`config.mk`:
```
export PLATFORM = sky130hd
export DESIGN_NAME = csr_counter_register
export DESIGN_NICKNAME = d
export VERILOG_FILES = /design/src/rtl/csr_counter_register_pkg.sv /design/src/rtl/csr_address_decode.sv /design/src/rtl/csr_counter_register.sv
export SDC_FILE = /design/constraint.sdc
export NUM_CORES = 1
export LEC_CHECK = 0
export CAP_MARGIN = 20
export CORE_MARGIN = 2
export CORE_UTILIZATION = 25
export CTS_CLUSTER_SIZE = 20
export DETAILED_ROUTE_END_ITERATION = 16
export HOLD_SLACK_MARGIN = 0.1
export PLACE_DENSITY = 0.52
export RECOVER_POWER = 25
export SLEW_MARGIN = 40
export SYNTH_ARGS = -nofsm -noshare
export SYNTH_HDL_FRONTEND = slang
export SYNTH_HIERARCHICAL = 1
export SYNTH_SLANG_ARGS = --single-unit
export TNS_END_PERCENT = 30
```
`constraint.sdc`:
```
create_clock -name clk -period 3.5 [get_ports clk]
set_clock_uncertainty 0.1 [all_clocks]
set_input_delay 0.7 -clock clk [delete_from_list [all_inputs] [get_ports clk]]
set_output_delay 0.7 -clock clk [all_outputs]
set_load 0.005 [all_outputs]
```
`src/rtl/csr_counter_register_pkg.sv`:
```
// Shared CSR definitions: bus widths and standard counter addresses.
// Latency: n/a (constants only).
// Backpressure: n/a.
package csr_counter_register_pkg;

  localparam int CSR_ADDR_WIDTH = 12;
  localparam int CSR_DATA_WIDTH = 32;

  localparam logic [CSR_ADDR_WIDTH-1:0] MCYCLE    = 12'hB00;
  localparam logic [CSR_ADDR_WIDTH-1:0] MINSTRET  = 12'hB02;
  localparam logic [CSR_ADDR_WIDTH-1:0] MCYCLEH   = 12'hB80;
  localparam logic [CSR_ADDR_WIDTH-1:0] MINSTRETH = 12'hB82;
  localparam logic [CSR_ADDR_WIDTH-1:0] CYCLE     = 12'hC00;
  localparam logic [CSR_ADDR_WIDTH-1:0] INSTRET   = 12'hC02;
  localparam logic [CSR_ADDR_WIDTH-1:0] CYCLEH    = 12'hC80;
  localparam logic [CSR_ADDR_WIDTH-1:0] INSTRETH  = 12'hC82;

endpackage

```
`src/rtl/csr_address_decode.sv`:
```
// Maps a strobed CSR address onto one-hot select lines for the counter halves and aliases.
// Latency: combinational, zero cycles.
// Backpressure: none; CSR strobes are always accepted.
module csr_address_decode
  import csr_counter_register_pkg::*;
#(
  parameter logic [CSR_ADDR_WIDTH-1:0] ADDRESS_LOW  = MCYCLE,
  parameter logic [CSR_ADDR_WIDTH-1:0] ADDRESS_HIGH = MCYCLEH,
  parameter bit                        ALIAS_ENABLE = 1'b1,
  parameter logic [CSR_ADDR_WIDTH-1:0] ALIAS_LOW    = CYCLE,
  parameter logic [CSR_ADDR_WIDTH-1:0] ALIAS_HIGH   = CYCLEH
) (
  input  logic                      enable,
  input  logic [CSR_ADDR_WIDTH-1:0] address,
  output logic                      low,
  output logic                      high,
  output logic                      aliasLow,
  output logic                      aliasHigh
);

  // Addresses are distinct by construction, so at most one select is ever high.
  always_comb begin
    low       = enable && (address == ADDRESS_LOW);
    high      = enable && (address == ADDRESS_HIGH);
    aliasLow  = enable && ALIAS_ENABLE && (address == ALIAS_LOW);
    aliasHigh = enable && ALIAS_ENABLE && (address == ALIAS_HIGH);
  end

endmodule

```
`src/rtl/csr_counter_register.sv`:
```
// CSR-mapped WIDTH-bit counter split into 32-bit halves, with optional read-only alias and wrap pulse.
// Latency: reads combinational (pre-edge value); writes and increments visible the next cycle.
// Backpressure: none; writes always accepted and take priority over increments.
module csr_counter_register
  import csr_counter_register_pkg::*;
#(
  parameter logic [CSR_ADDR_WIDTH-1:0] ADDRESS_LOW  = MCYCLE,
  parameter logic [CSR_ADDR_WIDTH-1:0] ADDRESS_HIGH = MCYCLEH,
  parameter bit                        ALIAS_ENABLE = 1'b1,
  parameter logic [CSR_ADDR_WIDTH-1:0] ALIAS_LOW    = CYCLE,
  parameter logic [CSR_ADDR_WIDTH-1:0] ALIAS_HIGH   = CYCLEH,
  parameter int                        WIDTH        = 64,
  parameter logic [WIDTH-1:0]          RESET_VALUE  = '0
) (
  input  logic                      clk,
  input  logic                      rst,
  input  logic                      csrReadEnable,
  input  logic [CSR_ADDR_WIDTH-1:0] csrReadAddress,
  output logic [CSR_DATA_WIDTH-1:0] csrReadData,
  output logic                      csrRequestOutput,
  input  logic                      csrWriteEnable,
  input  logic [CSR_ADDR_WIDTH-1:0] csrWriteAddress,
  input  logic [CSR_DATA_WIDTH-1:0] csrWriteData,
  input  logic                      countEnable,
  input  logic                      inhibit,
  output logic [WIDTH-1:0]          value,
  output logic                      overflow
);

  // Configuration sanity: the high half must exist and fit in one CSR word,
  // and no two responding addresses may alias each other.
  if (WIDTH < 33 || WIDTH > 64) begin : g_bad_width
    $error("csr_counter_register: WIDTH must be within 33..64");
  end
  if (ADDRESS_LOW == ADDRESS_HIGH) begin : g_bad_addr
    $error("csr_counter_register: ADDRESS_LOW equals ADDRESS_HIGH");
  end
  if (ALIAS_ENABLE && (ALIAS_LOW == ALIAS_HIGH || ALIAS_LOW == ADDRESS_LOW ||
                       ALIAS_LOW == ADDRESS_HIGH || ALIAS_HIGH == ADDRESS_LOW ||
                       ALIAS_HIGH == ADDRESS_HIGH)) begin : g_bad_alias
    $error("csr_counter_register: alias address collides with another address");
  end

  logic [WIDTH-1:0]          count;
  logic                      wrap_pulse;
  logic [CSR_DATA_WIDTH-1:0] high_ext;
  logic rd_low, rd_high, rd_alias_low, rd_alias_high;
  logic wr_low, wr_high, wr_alias_low, wr_alias_high;
  logic increment;

  csr_address_decode #(
    .ADDRESS_LOW (ADDRESS_LOW),
    .ADDRESS_HIGH(ADDRESS_HIGH),
    .ALIAS_ENABLE(ALIAS_ENABLE),
    .ALIAS_LOW   (ALIAS_LOW),
    .ALIAS_HIGH  (ALIAS_HIGH)
  ) u_read_decode (
    .enable   (csrReadEnable),
    .address  (csrReadAddress),
    .low      (rd_low),
    .high     (rd_high),
    .aliasLow (rd_alias_low),
    .aliasHigh(rd_alias_high)
  );

  // The write port reuses the decoder; alias hits are decoded but deliberately dropped.
  csr_address_decode #(
    .ADDRESS_LOW (ADDRESS_LOW),
    .ADDRESS_HIGH(ADDRESS_HIGH),
    .ALIAS_ENABLE(ALIAS_ENABLE),
    .ALIAS_LOW   (ALIAS_LOW),
    .ALIAS_HIGH  (ALIAS_HIGH)
  ) u_write_decode (
    .enable   (csrWriteEnable),
    .address  (csrWriteAddress),
    .low      (wr_low),
    .high     (wr_high),
    .aliasLow (wr_alias_low),
    .aliasHigh(wr_alias_high)
  );

  assign increment = countEnable && !inhibit;

  // Counter state: reset beats write, write beats increment; a write blocks the whole increment.
  always_ff @(posedge clk) begin
    if (!rst) begin
      count      <= RESET_VALUE;
      wrap_pulse <= 1'b0;
    end else begin
      wrap_pulse <= 1'b0;
      if (wr_low) begin
        count[31:0] <= csrWriteData;
      end else if (wr_high) begin
        count[WIDTH-1:32] <= csrWriteData[WIDTH-33:0];
      end else if (increment) begin
        count      <= count + WIDTH'(1);
        wrap_pulse <= &count;
      end
    end
  end

  // Zero-extend the upper half into a full CSR word.
  always_comb begin
    high_ext                = '0;
    high_ext[WIDTH-33:0]    = count[WIDTH-1:32];
  end

  // Read mux: zero when not selected so the result can be OR-combined with other slaves.
  always_comb begin
    csrRequestOutput = rd_low || rd_high || rd_alias_low || rd_alias_high;
    csrReadData      = '0;
    if (rd_low || rd_alias_low) begin
      csrReadData = count[31:0];
    end else if (rd_high || rd_alias_high) begin
      csrReadData = high_ext;
    end
  end

  assign value    = count;
  assign overflow = wrap_pulse;

endmodule

```
Word-level counts from Yosys, hierarchy flattened

Cells that the tools add are included.

Bitwise gates (word level): 3
Multiplexer cells: 6
$add $sub $neg: 1
Reduce and logical (&&, ||, !) cells: 19
Equal/unequal tests: 7

Operators with widths:

| operator                | count |
|---|---|
| $mux W32                | 5 |
| $eq A12 B12 Y1 const B  | 6 |
| $add A64 B1 Y64 const B | 1 |
| $mux W64                | 1 |
| $reduce_and A64 Y1      | 1 |
| $logic_and A1 B1 Y1     | 7 |
| $logic_or A1 B1 Y1      | 5 |
| $reduce_and A2 Y1       | 2 |
| $reduce_bool A2 Y1      | 2 |
| $reduce_or A4 Y1        | 1 |
| $not A1 Y1              | 3 |
| $ne A2 B1 Y1 const B    | 1 |
| $logic_not A1 Y1        | 1 |

Bits in registers: 65
Output and inout bits: 98

Logic depth before layout (Yosys ltp)

Gate-level depths: netlist of the first run.

Word-level depth: 5
Gate-level depth with buffers: 11
Depth with buffers taken out: 8

Modules after synthesis

The synthesis of the first run kept the hierarchy.

By module, submodules not included:

| module               | instances | area each (um^2) | cells each | seq. area each (um^2) |
|---|---|---|---|---|
| csr_counter_register | 1         | 4839.6           | 646        | 1301.2 |
| csr_address_decode   | 2         | 67.6             | 12         | 0.0 |

Least setup slack after synthesis of the first run

Ideal clock, no wire load.

Path type: input -> register
Start: in csrWriteAddress[1]
End: reg count[51] (netlist: value[51])
Setup slack: 0.653 ns
Arrival time: 2.668 ns
Stages on the path: 10
Data required time: 3.321 ns
Path through: nor4_2 -> nand3b_1 -> nor2_1 -> clkbuf_1 -> inv_1 -> o21ai_1 -> clkbuf_1 -> buf_1 -> a21oi_1 -> o211ai_1

Cells in the longest elaborated chain, start to end: 4
Elaborated cells on any way between the ends: 8

RTL lines:

| item                               | line                       | RTL |
|---|---|---|
| start, declared                    | csr_counter_register.sv:22 | `input logic [CSR_ADDR_WIDTH-1:0] csrWriteAddress,` |
| $eq A12 B12 Y1                     | csr_address_decode.sv:23   | `low = enable && (address == ADDRESS_LOW);` |
| $logic_and A1 B1 Y1                | csr_address_decode.sv:23   |  |
| net wr_low                         | csr_counter_register.sv:48 | `logic wr_low, wr_high, wr_alias_low, wr_alias_high;` |
| $not A1 Y1 (no source line)        | n/a                        |  |
| $reduce_and A2 Y1 (no source line) | n/a                        |  |
| end signal, assigned by index      | csr_counter_register.sv:94 | `count[WIDTH-1:32] <= csrWriteData[WIDTH-33:0];` |
| end signal, assigned               | csr_counter_register.sv:96 | `count <= count + WIDTH'(1);` |
| end, declared                      | csr_counter_register.sv:44 | `logic [WIDTH-1:0] count;` |

The timed path passes the listed nets, and every way through them passes these cells.
A chain may end at the register's enable or synchronous reset.

Worst setup path in the final report of the first run

Start: in csrReadAddress[2]
End: out csrReadData[27]

Cells in the longest elaborated chain, start to end: 5
Elaborated cells on any way between the ends: 12

RTL lines:

| item                | line                        | RTL |
|---|---|---|
| start, declared     | csr_counter_register.sv:18  | `input logic [CSR_ADDR_WIDTH-1:0] csrReadAddress,` |
| $eq A12 B12 Y1      | csr_address_decode.sv:24    | `high = enable && (address == ADDRESS_HIGH);` |
| $logic_and A1 B1 Y1 | csr_address_decode.sv:24    |  |
| net rd_high         | csr_counter_register.sv:47  | `logic rd_low, rd_high, rd_alias_low, rd_alias_high;` |
| $logic_or A1 B1 Y1  | csr_counter_register.sv:114 | `end else if (rd_high \|\| rd_alias_high) begin` |
| $mux W32            | csr_counter_register.sv:114 |  |
| $mux W32            | csr_counter_register.sv:112 | `if (rd_low \|\| rd_alias_low) begin` |
| end, declared       | csr_counter_register.sv:19  | `output logic [CSR_DATA_WIDTH-1:0] csrReadData,` |

The timed path passes the listed nets, and every way through them passes these cells.

==> results of run 1 <==
==> through the flow <==
step / utilization, % / TNS, ps / power (mW) / cell area, sq um
finish: 38.46 / -459.5 / 1.953 / 7486
global route: 38.46 / -2441 / 2.009 / 7486
CTS: 38.28 / -1344 / 1.960 / 7451
detailed placement: 36.88 / -2967 / 1.017 / 7177
global placement: 36.88 / -2189 / 1.019 / 7177
floorplan: - / 0 / 0.8562 / 4957
==> layout make-up <==
type / instances / share of cell area [%]
clock inverter: 5 / 0.7354
multi-input combinational: 526 / 45.26
clock buffer: 11 / 3.243
inverter: 13 / 0.6518
tap: 265 / 4.429
timing repair buffer: 226 / 28.30
sequential: 65 / 17.38
==> registers in the layout, indices dropped and copies added (netlist names) <==
name and cells:
value 64, overflow 1
==> repair_timing <==
| action | 4_1_cts | 5_1_grt |
|---|---|---|
| buffers inserted | 0 | 3 |
| pin swaps | 0 | 5 |
| gates cloned | 0 | 2 |
| gates resized for setup | 19 | 31 |
| setup endpoints to repair | 33 | 16 |
==> tightest hold or removal path, stage by stage (launching register included) <==
cell,delay [ps]
dfxtp_1,360
nor2_1,120
a211oi_1,70
==> routing by layer <==
layer	global-route usage [%]	wire (microns)	vias to the layer above
met2	34.93	10960	261
li1	-	-	2912
met1	32.42	11310	2992
met4	6.949	569	0
met5	0	0	-
met3	4.047	1785	33
==> power by group through the flow <==
stage          combinational [mW]  clock [mW]  sequential (mW)
2_1_floorplan              0.0773           0            0.779
3_3_place_gp                0.227           0            0.792
3_5_place_dp                0.226           0            0.791
4_1_cts                     0.227       0.958            0.775
5_1_grt                     0.239       0.994            0.776
6_report                    0.226       0.952            0.775
==> cells in the final DEF (no fill, tap or decap), types with 12 or more instances in the layout <==
master and n:
clkdlybuf4s50_1 107, dfxtp_1 65, nor2_1 51, buf_4 49, nand2_1 46, nand3_1 44, nand4_1 36, a22o_1 33
a21oi_1 30, nor3_1 28, dlygate4sd3_1 25, o21ai_0 24, nor4_1 24, and3_1 19, or3_1 15, xnor2_1 15
a211oi_1 15, mux2i_1 14, xor2_1 12, dlygate4sd2_1 12
==> worst min-delay path by stage <==
stage,from,slack (ps),depth (start not counted),to
finish,value[29]$_SDFFE_PN0P_,500,2,value[29]$_SDFFE_PN0P_
global route,value[29]$_SDFFE_PN0P_,540,2,value[29]$_SDFFE_PN0P_
CTS,value[29]$_SDFFE_PN0P_,500,2,value[29]$_SDFFE_PN0P_
detailed placement,value[29]$_SDFFE_PN0P_,490,2,value[29]$_SDFFE_PN0P_
global placement,value[29]$_SDFFE_PN0P_,490,2,value[29]$_SDFFE_PN0P_
floorplan,value[44]$_SDFFE_PN0P_,440,2,value[44]$_SDFFE_PN0P_
==> results by group, run 1 <==
Detailed routing
  • Routed len/inst: approximately 22 microns
  • Routed vias/inst: roughly 5.6
  • Remaining DRCs: 0
  • Number of detailed-route iterations in the first pass: 5
  • Via count: ~6200
  • Routed Antenna Nets: 0
  • Initial drt markers: slightly above 600
  • Total Routed Length: roughly 25 mm

Critical path
  • Crit path largest cell delay: 510 ps
  • Worst reg-to-reg setup slack: roughly 570 ps
  • Crit path arrival time: 2810 ps
  • CP Capture Point: csrReadData[27]
  • CP required: 2700 ps
  • R2r endpoint: value[60]$_SDFFE_PN0P_
  • R2R depth: 7
  • Delay-heaviest family, CP: buffers and inverters
  • Worst setup SP type: input pin
  • CP max stage cell: clkdlybuf4s50_1
  • Cell mode on critical path: clkdlybuf4s50_1
  • Reg-to-reg startpoint: value[0]$_SDFFE_PN0P_
  • Element type at the critical path end: output pin
  • Critical path type: input pin to output pin
  • Crit. path cell count: 9
  • Crit path max fanout: 5
  • Worst path bufs/invs: 3
  • Critical Path Source: csrReadAddress[2]
  • Cell Chain, Critical Path: clkdlybuf4s50_1, nor4_2, nand3_1, nor2_1, nor2_2, nor2_4, buf_4, a22o_1, clkdlybuf4s50_1

Timing
  • Max Freq: approximately 0.28 GHz
  • Final Critical Period: 3609 ps
  • WHS: 498.3 ps
  • Max-Slew Margin vs Limit: around 46%
  • RSZ-0062 raised after global routing: yes
  • Max Slew Vio Count: 0
  • Fin crit share: 103.1%
  • Worst-Margin Slew: slightly above 800 ps
  • Final setup vio count: 6
  • Final hold vios: 0
  • Setup WS post-layout: -109.2 ps

Clocking
  • CTS Buf Count: 9
  • CTS H-tree depth: 3
  • Clk_lat worst skew: 360 ps
  • Root Driver: clkbuf_16
  • Clk slew on worst S/H paths: 60 ps
  • Clk buf depth: 2
  • Sink Count: 65
  • CTS tree: built
  • Hold_buf cts: 0

Cells and area
  • Area occupied by multi-input gates: between 3000 and 4000 sq um
  • Layout area overhead: 51.01%
  • Register area: 1301 sq um
  • Final nets: around 900
  • Antenna diodes: 0
  • Final non-filler cell total: 1111
  • Fraction of layout cells with a size suffix above 1: about an eighth
  • Fillers: between 2000 and 2500

Synthesis
  • Synth warnings: 6
  • Mapped Avg Cell Area: between 7 and 8 sq um
  • Cell area after synthesis: 4957 sq um
  • Cells after Synth: 666
  • Syn nets: between 700 and 800

Power and ir drop
  • Int Pwr: ~1.4 mW
  • Sw Pwr: around 0.51 mW
  • Net Sw Frac: between 20% and 30%
  • Pwr Density: about 260 nW/um^2
  • Clock Power Share: around half
  • Logic pwr share: ~12%
  • Sequential share of power: 39.7%
  • Worst ir drop on vdd: between 0.0002 and 0.00025 V
  • Leakage: around 2.7 nW

Placed design
  • Worst slack, placed: -111.9 ps
  • RePlAce Congestion: roughly 0.93
  • Placed Instances: 1090
  • # port buffers: 159
  • Post-DP HPWL: 18.50 mm

GRT
  • First-pass GRT wire length: about 36 mm
  • GR Overflow Total: 0
  • Initial antenna violation count: 0
  • Vias in the first global route: around 5700
  • Pin count of the biggest net entering global routing: 36
  • GRT Overall Usage: 22.78%

Floorplan
  • Die X: around 140 microns
  • Core area: slightly below 20000 sq um
  • IO Pins: 160
  • Die H: 144.8 microns
  • FP Rows: ~50
  • Starting Density: around 25%
  • Die area: roughly 21000 sq um

Outcome
  • Failing checks: negative setup slack
  • Status: complete, but fails checks

Hold path
  • Hold/Removal Path Class: flip-flop to flip-flop

Flow run
  • # Max-Cap Violations: 0
No activity file was read; power rests on OpenSTA's default activity.
==> run 2: changes to the inputs <==
==> constraint.sdc (replaced) <==
create_clock -name clk -period 3.5 [get_ports clk]
set_clock_uncertainty 0.1 [all_clocks]
set_input_delay 0.7 -clock clk [delete_from_list [all_inputs] [get_ports clk]]
set_output_delay 0.7 -clock clk [all_outputs]
set_load 0.02 [all_outputs]
==> run 2 against run 1 <==
The run now ends clean. Largest power group unchanged. Highest routed layer unchanged. Final cell count fell by 0.63%. Clock-buffer cell count rose by 1. Clock power fell by 2.2%. Setup slack improved by 210 ps. Flip-flop and latch count did not move. Cell area fell by 2.7%.
==> results by group, run 2 (same netlist as run 1, synthesis figures left out) <==
Timing
  • Final setup vio count: 0 (was 6)
  • Worst-Margin Slew: 864.2 ps (was 814.1 ps)
  • Max Slew Vio Count: 0 (unchanged)
  • RSZ-0062 raised after global routing: yes (unchanged)
  • Max-Slew Margin vs Limit: 42.17% (was 45.52%)
  • Final hold vios: 0 (unchanged)
  • Max Freq: 0.2941 GHz (was 0.2771 GHz)
  • Final Critical Period: 3400 ps (was 3609 ps)
  • Fin crit share: 97.15% (was 103.1%)

Critical path
  • Worst setup SP type: input pin (unchanged)
  • CP max stage cell: clkdlybuf4s50_1 (unchanged)
  • Critical path type: input pin to output pin (unchanged)
  • Critical Path Source: csrReadAddress[1] (was csrReadAddress[2])
  • Element type at the critical path end: output pin (unchanged)
  • Cell mode on critical path: nor2_1 (was clkdlybuf4s50_1)
  • Crit path arrival time: 2600 ps (was 2810 ps)
  • Worst reg-to-reg setup slack: 640 ps (was 570 ps)
  • Delay-heaviest family, CP: buffers and inverters (unchanged)
  • Worst path bufs/invs: 3 (unchanged)
  • Cell Chain, Critical Path: clkdlybuf4s50_1, nor4_2, nand3_1, nor2_1, nor2_1, nor2_2, buf_12, a22o_2, dlygate4sd2_1 (was clkdlybuf4s50_1, nor4_2, nand3_1, nor2_1, nor2_2, nor2_4, buf_4, a22o_1, clkdlybuf4s50_1)
  • CP required: 2700 ps (about the same)
  • Crit path largest cell delay: 420 ps (was 510 ps)
  • R2R depth: 6 (was 7)
  • Crit path max fanout: 21 (was 5)
  • R2r endpoint: value[62]$_SDFFE_PN0P_ (was value[60]$_SDFFE_PN0P_)
  • Reg-to-reg startpoint: value[0]$_SDFFE_PN0P_ (unchanged)

Outcome
  • Status: finished clean (was complete, but fails checks)

GRT
  • GRT Overall Usage: 22.53% (was 22.78%)
  • Pin count of the biggest net entering global routing: 69 (was 36)
  • Vias in the first global route: 5660 (was 5698)
  • GR Overflow Total: 0 (unchanged)
  • Initial antenna violation count: 0 (unchanged)
  • First-pass GRT wire length: 35.17 mm (was 35.51 mm)

Detailed routing
  • Via count: 6080 (was 6198)
  • Initial drt markers: 630 (was 614)
  • Routed len/inst: 21.64 microns (was 22.16 microns)
  • Routed Antenna Nets: 0 (unchanged)
  • Total Routed Length: 23.89 mm (was 24.63 mm)
  • Routed vias/inst: 5.507 (was 5.579)
  • Number of detailed-route iterations in the first pass: 5 (unchanged)
  • Remaining DRCs: 0 (unchanged)

Placed design
  • Post-DP HPWL: 18.35 mm (was 18.50 mm)
  • Placed Instances: 1089 (was 1090)
  • Placed cell area: 7142 sq um (was 7177 sq um)
  • # port buffers: 159 (unchanged)
  • RePlAce Congestion: 0.9075 (was 0.9323)

Clocking
  • CTS tree: built (unchanged)
  • Root Driver: clkbuf_16 (unchanged)
  • Clk_lat worst skew: 340 ps (was 360 ps)
  • CTS H-tree depth: 3 (unchanged)
  • Clk slew on worst S/H paths: 50 ps (was 60 ps)
  • Clk buf depth: 2 (unchanged)
  • Sink Count: 65 (unchanged)
  • CTS Buf Count: 9 (unchanged)

Cells and area
  • Most frequent cells in the layout: 86 x clkdlybuf4s50_1, 65 x dfxtp_1, 59 x buf_4 (was 107 x clkdlybuf4s50_1, 65 x dfxtp_1, 51 x nor2_1)
  • Final nets: 898 (was 904)
  • Antenna diodes: 0 (unchanged)
  • Finished Cell Area: 7287 sq um (was 7486 sq um)
  • Final non-filler cell total: 1104 (was 1111)
  • Number of flip-flops in the largest register: 64 (unchanged)
  • Fraction of layout cells with a size suffix above 1: 16.33% (was 13.24%)
  • Layout area overhead: 47.00% (was 51.01%)
  • Commonest non-fill, non-tap cell in the layout: clkdlybuf4s50_1 (unchanged)

Floorplan
  • Die H: 144.8 microns (unchanged)
  • Die X: 144.8 microns (unchanged)
  • IO Pins: 160 (unchanged)
  • FP Rows: 51 (unchanged)
  • Die area: 20970 sq um (unchanged)
  • Starting Density: 25.47% (unchanged)
  • Core area: 19460 sq um (unchanged)

Power and ir drop
  • Pwr Density: 267.5 nW/um^2 (was 260.9 nW/um^2)
  • Leakage: 2.630 nW (was 2.740 nW)
  • Worst ir drop on vdd: 0.0002194 V (was 0.0002499 V)

Flow run
  • # Max-Cap Violations: 0 (unchanged)

Hold path
  • HP Start: value[61]$_SDFFE_PN0P_ (was value[29]$_SDFFE_PN0P_)
  • Hold Path Depth: 2 (unchanged)
  • Hold/Removal Path Class: flip-flop to flip-flop (unchanged)
  • Hold Path End: value[61]$_SDFFE_PN0P_ (was value[29]$_SDFFE_PN0P_)
## run 2: changes by cell type in the layout (fill, tap and decap cells not counted), moves of 8 or more
cell             before  now
dlymetal6s2s_1        8    0
clkbuf_2              7   30
clkdlybuf4s50_1     107   86
clkbuf_1             11    1
dlygate4sd2_1        12    1
dlygate4sd3_1        25   40
buf_4                49   59
## run 2: per-layer routing
metal  vias to the layer above  routed length, microns  track usage (%)
met5                         -                       0                0
li1                       2887                       -                -
met1                      2894                   10880            32.60
met2                       275                   10780            35.18
met3                        24                    1876            3.027
met4                         0                     354            5.723
## run 2: how the worst max path moves through the flow
stage,end,slack [ps],depth (start not counted)
final,csrReadData[8],100,9
after global placement,csrReadData[22],-230,9
after detailed placement,csrReadData[1],-230,9
after CTS,csrReadData[1],40,9
after floorplan,csrReadData[10],590,8
after global routing,csrReadData[25],-40,9
## run 2: timing repair
item / CTS / global route
gates resized for setup: 32 / 61
hold buffers: 0 / 0
endpoints found under the setup margin: 32 / 32
gates cloned: 0 / 0
buffers inserted: 0 / 0
## run 2: power breakdown
group	switching, mW	leakage [nW]	internal [mW]
clock network	0.347	0.148	0.584
logic	0.126	1.96	0.122
registers	0.0188	0.525	0.751
## run 2: layout make-up
cell class	instances	area (sq um)
multi-input cells	526	3376
inverters	13	48.80
repair buffers	220	1933
fillers	2024	12180
flip-flops and latches	65	1301
well taps	265	331.6
clock inverters	3	40.04
clock buffers	12	256.5
## run 2: tightest hold or removal path, delay by kind of cell (launching register included)
kind	cells	cell delay (ps)
flip-flops	1	360
AO/OA/AOI/OAI	2	190
## run 2: metrics by stage
step           util (%)  setup TNS (ps)  setup WS (ps)  power (mW)  hold slack (ps)
2_1_floorplan         -               0          594.5      0.8685            512.8
5_1_grt           37.44          -79.00         -44.37       2.007            536.3
6_report          37.44               0          99.86       1.949            497.3
3_3_place_gp      36.70           -6935         -233.4       1.034            491.5
3_5_place_dp      36.70           -6689         -230.9       1.034            490.8
4_1_cts           38.01               0          40.39       1.957            499.4
